--- src/rtl/router_pkg.sv ---
// Shared definitions for the router output-channel FIFO: default widths,
// the stored word layout and the occupancy-counter width helper.
package router_pkg;

  localparam int DATA_W_DEF  = 8;
  localparam int LEN_LSB_DEF = 2;
  localparam int LEN_MSB_DEF = 7;

  // Stored FIFO word at the default data width: header flag above the byte.
  typedef struct packed {
    logic                  lfd;
    logic [DATA_W_DEF-1:0] data;
  } fifo_word_t;

  // Width needed to hold an occupancy of 0..depth inclusive.
  function automatic int count_w(input int depth);
    return $clog2(depth + 1);
  endfunction

endpackage

--- src/rtl/router_pkt_len_tracker.sv ---
// Read-side packet length tracker. Loads the remaining byte count from each
// popped header, counts payload/parity bytes down, and flags the parity byte
// (eop) and framing errors (pkt_err) in step with the registered dout.
module router_pkt_len_tracker
  import router_pkg::*;
#(
  parameter int LEN_W = LEN_MSB_DEF - LEN_LSB_DEF + 1
) (
  input  logic             clk,
  input  logic             rst,
  input  logic             clear,
  input  logic             pop,
  input  logic             pop_lfd,
  input  logic [LEN_W-1:0] pop_len,
  output logic             eop,
  output logic             pkt_err
);

  // One extra bit so payload length + parity never overflows.
  localparam int REM_W = LEN_W + 1;

  logic [REM_W-1:0] rem;

  // Remaining-bytes counter plus the per-pop eop/error flags.
  // NOTE: sequential state uses non-blocking assignments so every register
  // samples pre-edge values regardless of statement order.
  always_ff @(posedge clk) begin
    if (rst || clear) begin
      rem     <= '0;
      eop     <= 1'b0;
      pkt_err <= 1'b0;
    end else if (pop) begin
      if (pop_lfd) begin
        rem     <= {1'b0, pop_len} + REM_W'(1);
        eop     <= 1'b0;
        pkt_err <= (rem != '0);
      end else if (rem != '0) begin
        rem     <= rem - REM_W'(1);
        eop     <= (rem == REM_W'(1));
        pkt_err <= 1'b0;
      end else begin
        eop     <= 1'b0;
        pkt_err <= 1'b1;
      end
    end else begin
      eop     <= 1'b0;
      pkt_err <= 1'b0;
    end
  end

endmodule

--- src/rtl/router_pkt_fifo.sv ---
// Packet-aware FIFO for one router output channel. Stores {lfd, data} per
// entry, keeps a registered occupancy count, presents registered read data
// with header/end-of-packet/error flags, and optionally self-flushes when
// the destination stops reading (macro ROUTER_FIFO_TIMEOUT_EN).
module router_pkt_fifo
  import router_pkg::*;
#(
  parameter int DATA_W   = DATA_W_DEF,
  parameter int DEPTH    = 16,
  parameter int AFULL_TH = 12,
  parameter int LEN_LSB  = LEN_LSB_DEF,
  parameter int LEN_MSB  = LEN_MSB_DEF,
  parameter int TIMEOUT  = 30
) (
  input  logic                      clk,
  input  logic                      rst,
  input  logic                      soft_rst,
  input  logic                      wr_en,
  input  logic                      lfd_state,
  input  logic [DATA_W-1:0]         din,
  input  logic                      rd_en,
  output logic [DATA_W-1:0]         dout,
  output logic                      dout_sof,
  output logic                      dout_eop,
  output logic                      pkt_err,
  output logic                      full,
  output logic                      empty,
  output logic                      almost_full,
  output logic [count_w(DEPTH)-1:0] count,
  output logic                      timeout
);

  localparam int AW = $clog2(DEPTH);
  localparam int CW = count_w(DEPTH);

  logic [DATA_W:0] mem [DEPTH];
  logic [AW:0]     wr_ptr, rd_ptr;
  logic [DATA_W:0] rd_word;
  logic            flush_req, flush, wr_ok, rd_ok;

  assign full        = (count == CW'(DEPTH));
  assign empty       = (count == '0);
  assign almost_full = (count >= CW'(AFULL_TH));

  // A flush cycle (soft or timeout) accepts neither a read nor a write.
  assign flush   = soft_rst || flush_req;
  assign wr_ok   = wr_en && !full && !flush && !rst;
  assign rd_ok   = rd_en && !empty && !flush && !rst;
  assign rd_word = mem[rd_ptr[AW-1:0]];

  // Storage array written on accepted writes.
  // NOTE: the memory has no reset; contents are only meaningful between the
  // pointers, and leaving it unreset lets it map onto RAM.
  always_ff @(posedge clk) begin
    if (wr_ok) mem[wr_ptr[AW-1:0]] <= {lfd_state, din};
  end

  // Pointers and occupancy count.
  always_ff @(posedge clk) begin
    if (rst || flush) begin
      wr_ptr <= '0;
      rd_ptr <= '0;
      count  <= '0;
    end else begin
      if (wr_ok) wr_ptr <= wr_ptr + 1'b1;
      if (rd_ok) rd_ptr <= rd_ptr + 1'b1;
      case ({wr_ok, rd_ok})
        2'b10:   count <= count + CW'(1);
        2'b01:   count <= count - CW'(1);
        default: count <= count;
      endcase
    end
  end

  // Registered read data and header flag; both hold when no read occurs.
  always_ff @(posedge clk) begin
    if (rst || flush) begin
      dout     <= '0;
      dout_sof <= 1'b0;
    end else if (rd_ok) begin
      dout     <= rd_word[DATA_W-1:0];
      dout_sof <= rd_word[DATA_W];
    end
  end

  router_pkt_len_tracker #(
    .LEN_W (LEN_MSB - LEN_LSB + 1)
  ) u_len_tracker (
    .clk     (clk),
    .rst     (rst),
    .clear   (flush),
    .pop     (rd_ok),
    .pop_lfd (rd_word[DATA_W]),
    .pop_len (rd_word[LEN_MSB:LEN_LSB]),
    .eop     (dout_eop),
    .pkt_err (pkt_err)
  );

`ifdef ROUTER_FIFO_TIMEOUT_EN
  localparam int IW = $clog2(TIMEOUT + 1);

  logic [IW-1:0] idle_cnt;

  assign flush_req = (idle_cnt == IW'(TIMEOUT - 1));

  // Counts cycles with data waiting and no read request.
  always_ff @(posedge clk) begin
    if (rst || flush || empty || rd_en) idle_cnt <= '0;
    else                                idle_cnt <= idle_cnt + IW'(1);
  end

  // One-cycle pulse marking the edge on which the auto-flush happened.
  always_ff @(posedge clk) begin
    if (rst || soft_rst) timeout <= 1'b0;
    else                 timeout <= flush_req;
  end
`else
  assign flush_req = 1'b0;
  assign timeout   = 1'b0;
`endif

endmodule

--- config.mk ---
export PLATFORM = sky130hd
export DESIGN_NAME = router_pkt_fifo
export DESIGN_NICKNAME = d
export VERILOG_FILES = /design/src/rtl/router_pkg.sv /design/src/rtl/router_pkt_len_tracker.sv /design/src/rtl/router_pkt_fifo.sv
export SDC_FILE = /design/constraint.sdc
export NUM_CORES = 1
export LEC_CHECK = 0
export BUFFER_PORTS_ARGS = -buffer_cell sky130_fd_sc_hd__buf_2
export CORE_UTILIZATION = 34
export DETAILED_ROUTE_END_ITERATION = 6
export MAX_ROUTING_LAYER = met4
export PLACE_DENSITY_LB_ADDON = 0.25
export SYNTH_ARGS = -nofsm -noshare
export SYNTH_HDL_FRONTEND = slang
export SYNTH_SLANG_ARGS = --single-unit
--- constraint.sdc ---
create_clock -name clk -period 3.6 [get_ports clk]
set_input_delay 0.18 -clock clk [delete_from_list [all_inputs] [get_ports clk]]
set_output_delay 0.18 -clock clk [all_outputs]
set_load 0.01 [all_outputs]
==> metrics.txt <==
CP endpoint kind=register; fin crit period=3070 ps; HPWL Detailed=10.2 mm; post-route ant nets=0; vias per cell=5.00; PortBufs=32; WP data arrival=3430 ps; All-Layer GR Usage=0.150; CP required=3960 ps; Post-Syn Area=7360 µm²; Synth Area per Inst=16.4 µm²; sequential share of the synthesized area=0.683; global-route wire length before repair=23.3 mm; I/O pin count=34; Fin Setup TNS=0 ps; CTS tree=done; Mapped Cells=450; HP Class=in -> reg; placed cells=761; top-area cell type share of the netlist area=0.588; Placeable Area=21100 µm²; largest cells by area after synthesis=edfxtp_1, dfxtp_1, mux4_1; synthesis-to-layout area growth=14.9%; routed len/inst=19.1 µm; Setup Buffers After CTS=0; CTS sink count=179; Worst-Margin Slew=830 ps; Final Hold Viols=0; row count=53; peak supply drop=0.312 mV; vias in the first global route=3990; max-cap viol count=0; post-route worst setup slack=534 ps; Non-Filler Instances=793; status=complete, no violations; count of cell types in the netlist=48; Top FF cell, synth=edfxtp_1; Starting Density=0.349; Clock Pin Slew Worst Setup and Hold Paths=70 ps; EDFF count, synth=144; hold_buf cts=0; DRT Wirelength=15.1 mm; critical path class=reg -> reg; cell taking the most area after synthesis=edfxtp_1; total gr overflow=0; yosys warns=0; worst-case headroom to the max-slew limit=0.444; max-slew violations=0; Clock Latency Late Sink=440 ps; Root Buffer=clkbuf_16; layout cells sized above 1=0.214; largest net degree at the start of global routing=33; post-route clock skew=11.9 ps; Resized Gates After CTS=0; final net count=531; Setup-failing EPs final=0; pwr/cell area=472 nW/µm²; period utilization=0.852; Place WS=401 ps; DR iter-0 viols=265; crit path max fanout=12; flops & latches, synth=179; Die Ht=149 µm; DR vias=3962; Antenna Cells=0; CTS buffer count=17; Static Leak=2.83 nW; global placement routability congestion=0.889; H-tree levels=4; Synthesized Nets=476; post-layout instance area=8460 µm²; RSZ-0062 raised after global routing=false; DRT Pass-1 Iters=5; DIE AREA=22200 µm²; die width=149 µm; Async SR Flop Fraction=0; Critical Path Start Type=register; drt drc=0; Max Buffers Root-to-Sink=2; f_max=0.326 GHz; initial antenna violation count=0; DP Area=7930 µm²
## cell type report
cell class,instances,area (µm²)
Timing Repair Buffer,59,363
Clock buffer,18,429
Fill cell,1912,12600
Sequential cell,179,5030
Clock inverter,14,104
Tap cell,275,344
Inverter,10,37.5
Multi-Input combinational cell,238,2150
## routing by layer
layer,share of wire,vias up,track usage,routed length (µm)
met4,0.019,0,0.0602,285
met1,0.45,1982,0.189,6850
met3,0.043,21,0.0336,650
met2,0.49,96,0.236,7360
li1,-,1863,-,-
met5,0,-,-,0
## logic make-up (layout without fill, tap and decap cells)
family,after synthesis,count (layout),synth area share
AND/OR/NAND/NOR,116,116,0.0721
flip-flops,179,179,0.683
other,1,1,0.000510
AO/OA/AOI/OAI,53,53,0.0480
multiplexers,41,41,0.134
XOR/XNOR,15,15,0.0179
buffers and inverters,33,101,0.0243
adder cells (fa/ha/maj),12,12,0.0204
## metrics by stage
| step | hold WS [ps] | power, mW | util |
|---|---|---|---|
| 2_1_floorplan | 279 | 2.33 | - |
| 3_3_place_gp | 442 | 2.37 | 0.376 |
| 3_5_place_dp | 445 | 2.37 | 0.376 |
| 4_1_cts | 105 | 4.04 | 0.401 |
| 5_1_grt | 118 | 4.12 | 0.401 |
| 6_report | 119 | 3.99 | 0.401 |
## cells in the mapped netlist (all sizes together) (2+ instances only)
library cell,n
mux4,40
or3,6
nand2b,4
a21oi,19
nor2,37
clkbuf,9
nand4,3
nand3,4
edfxtp,144
o21ai,10
xor2,12
nor3,9
nor2b,5
xnor2,3
nand2,40
a22o,2
o211ai,2
buf,14
dfxtp,35
ha,12
and2,2
a22oi,10
inv,10
## sequential cells by signal, indices dropped and copies added, names as in the netlist, 4 cells and up, named ones only
name	flops
count	5
dout	8
mem	144
rd_ptr	4
u_len_tracker.rem	7
wr_ptr	4
## cell usage in the layout (no fill, tap or decap), drive strengths merged, types with 4 or more instances in the layout
cell type | Yosys | routed
xor2 | 12 | 12
nand2b | 4 | 4
nand2 | 40 | 40
ha | 12 | 12
nor2 | 37 | 37
o21ai | 10 | 10
nand3 | 4 | 4
edfxtp | 144 | 144
inv | 10 | 15
buf | 14 | 59
a21oi | 19 | 19
nor3 | 9 | 9
or3 | 6 | 6
dfxtp | 35 | 35
a22oi | 10 | 10
clkbuf | 9 | 18
mux4 | 40 | 40
clkinv | 0 | 6
nor2b | 5 | 5
## final timing paths
kind | end | depth (start not counted) | slack, ps | startpoint
hold / removal | mem[5][7]$_DFFE_PP_ | 1 | 120 | din[7]
hold reg to reg | dout[6]$_SDFFE_PP0N_ | 2 | 450 | dout[6]$_SDFFE_PP0N_
setup reg to reg | count[2]$_SDFFE_PP0P_ | 11 | 530 | count[2]$_SDFFE_PP0P_
setup / recovery | count[2]$_SDFFE_PP0P_ | 11 | 530 | count[2]$_SDFFE_PP0P_
## where the power goes
group,internal (mW),switching [mW]
clock network,0.888,0.777
registers,2.24,0.00363
logic,0.0263,0.0579
## worst max-delay path: stages, from the launching register on
cell,delay (ps)
dfxtp_1,410
nor4_1,640
a21boi_1,310
nor2b_1,250
inv_1,110
ha_1,180
xor2_1,70
ha_1,180
a21oi_1,250
xor2_1,130
or3_1,320
a21oi_1,150
Note: power is estimated with default switching activity, not from simulation.
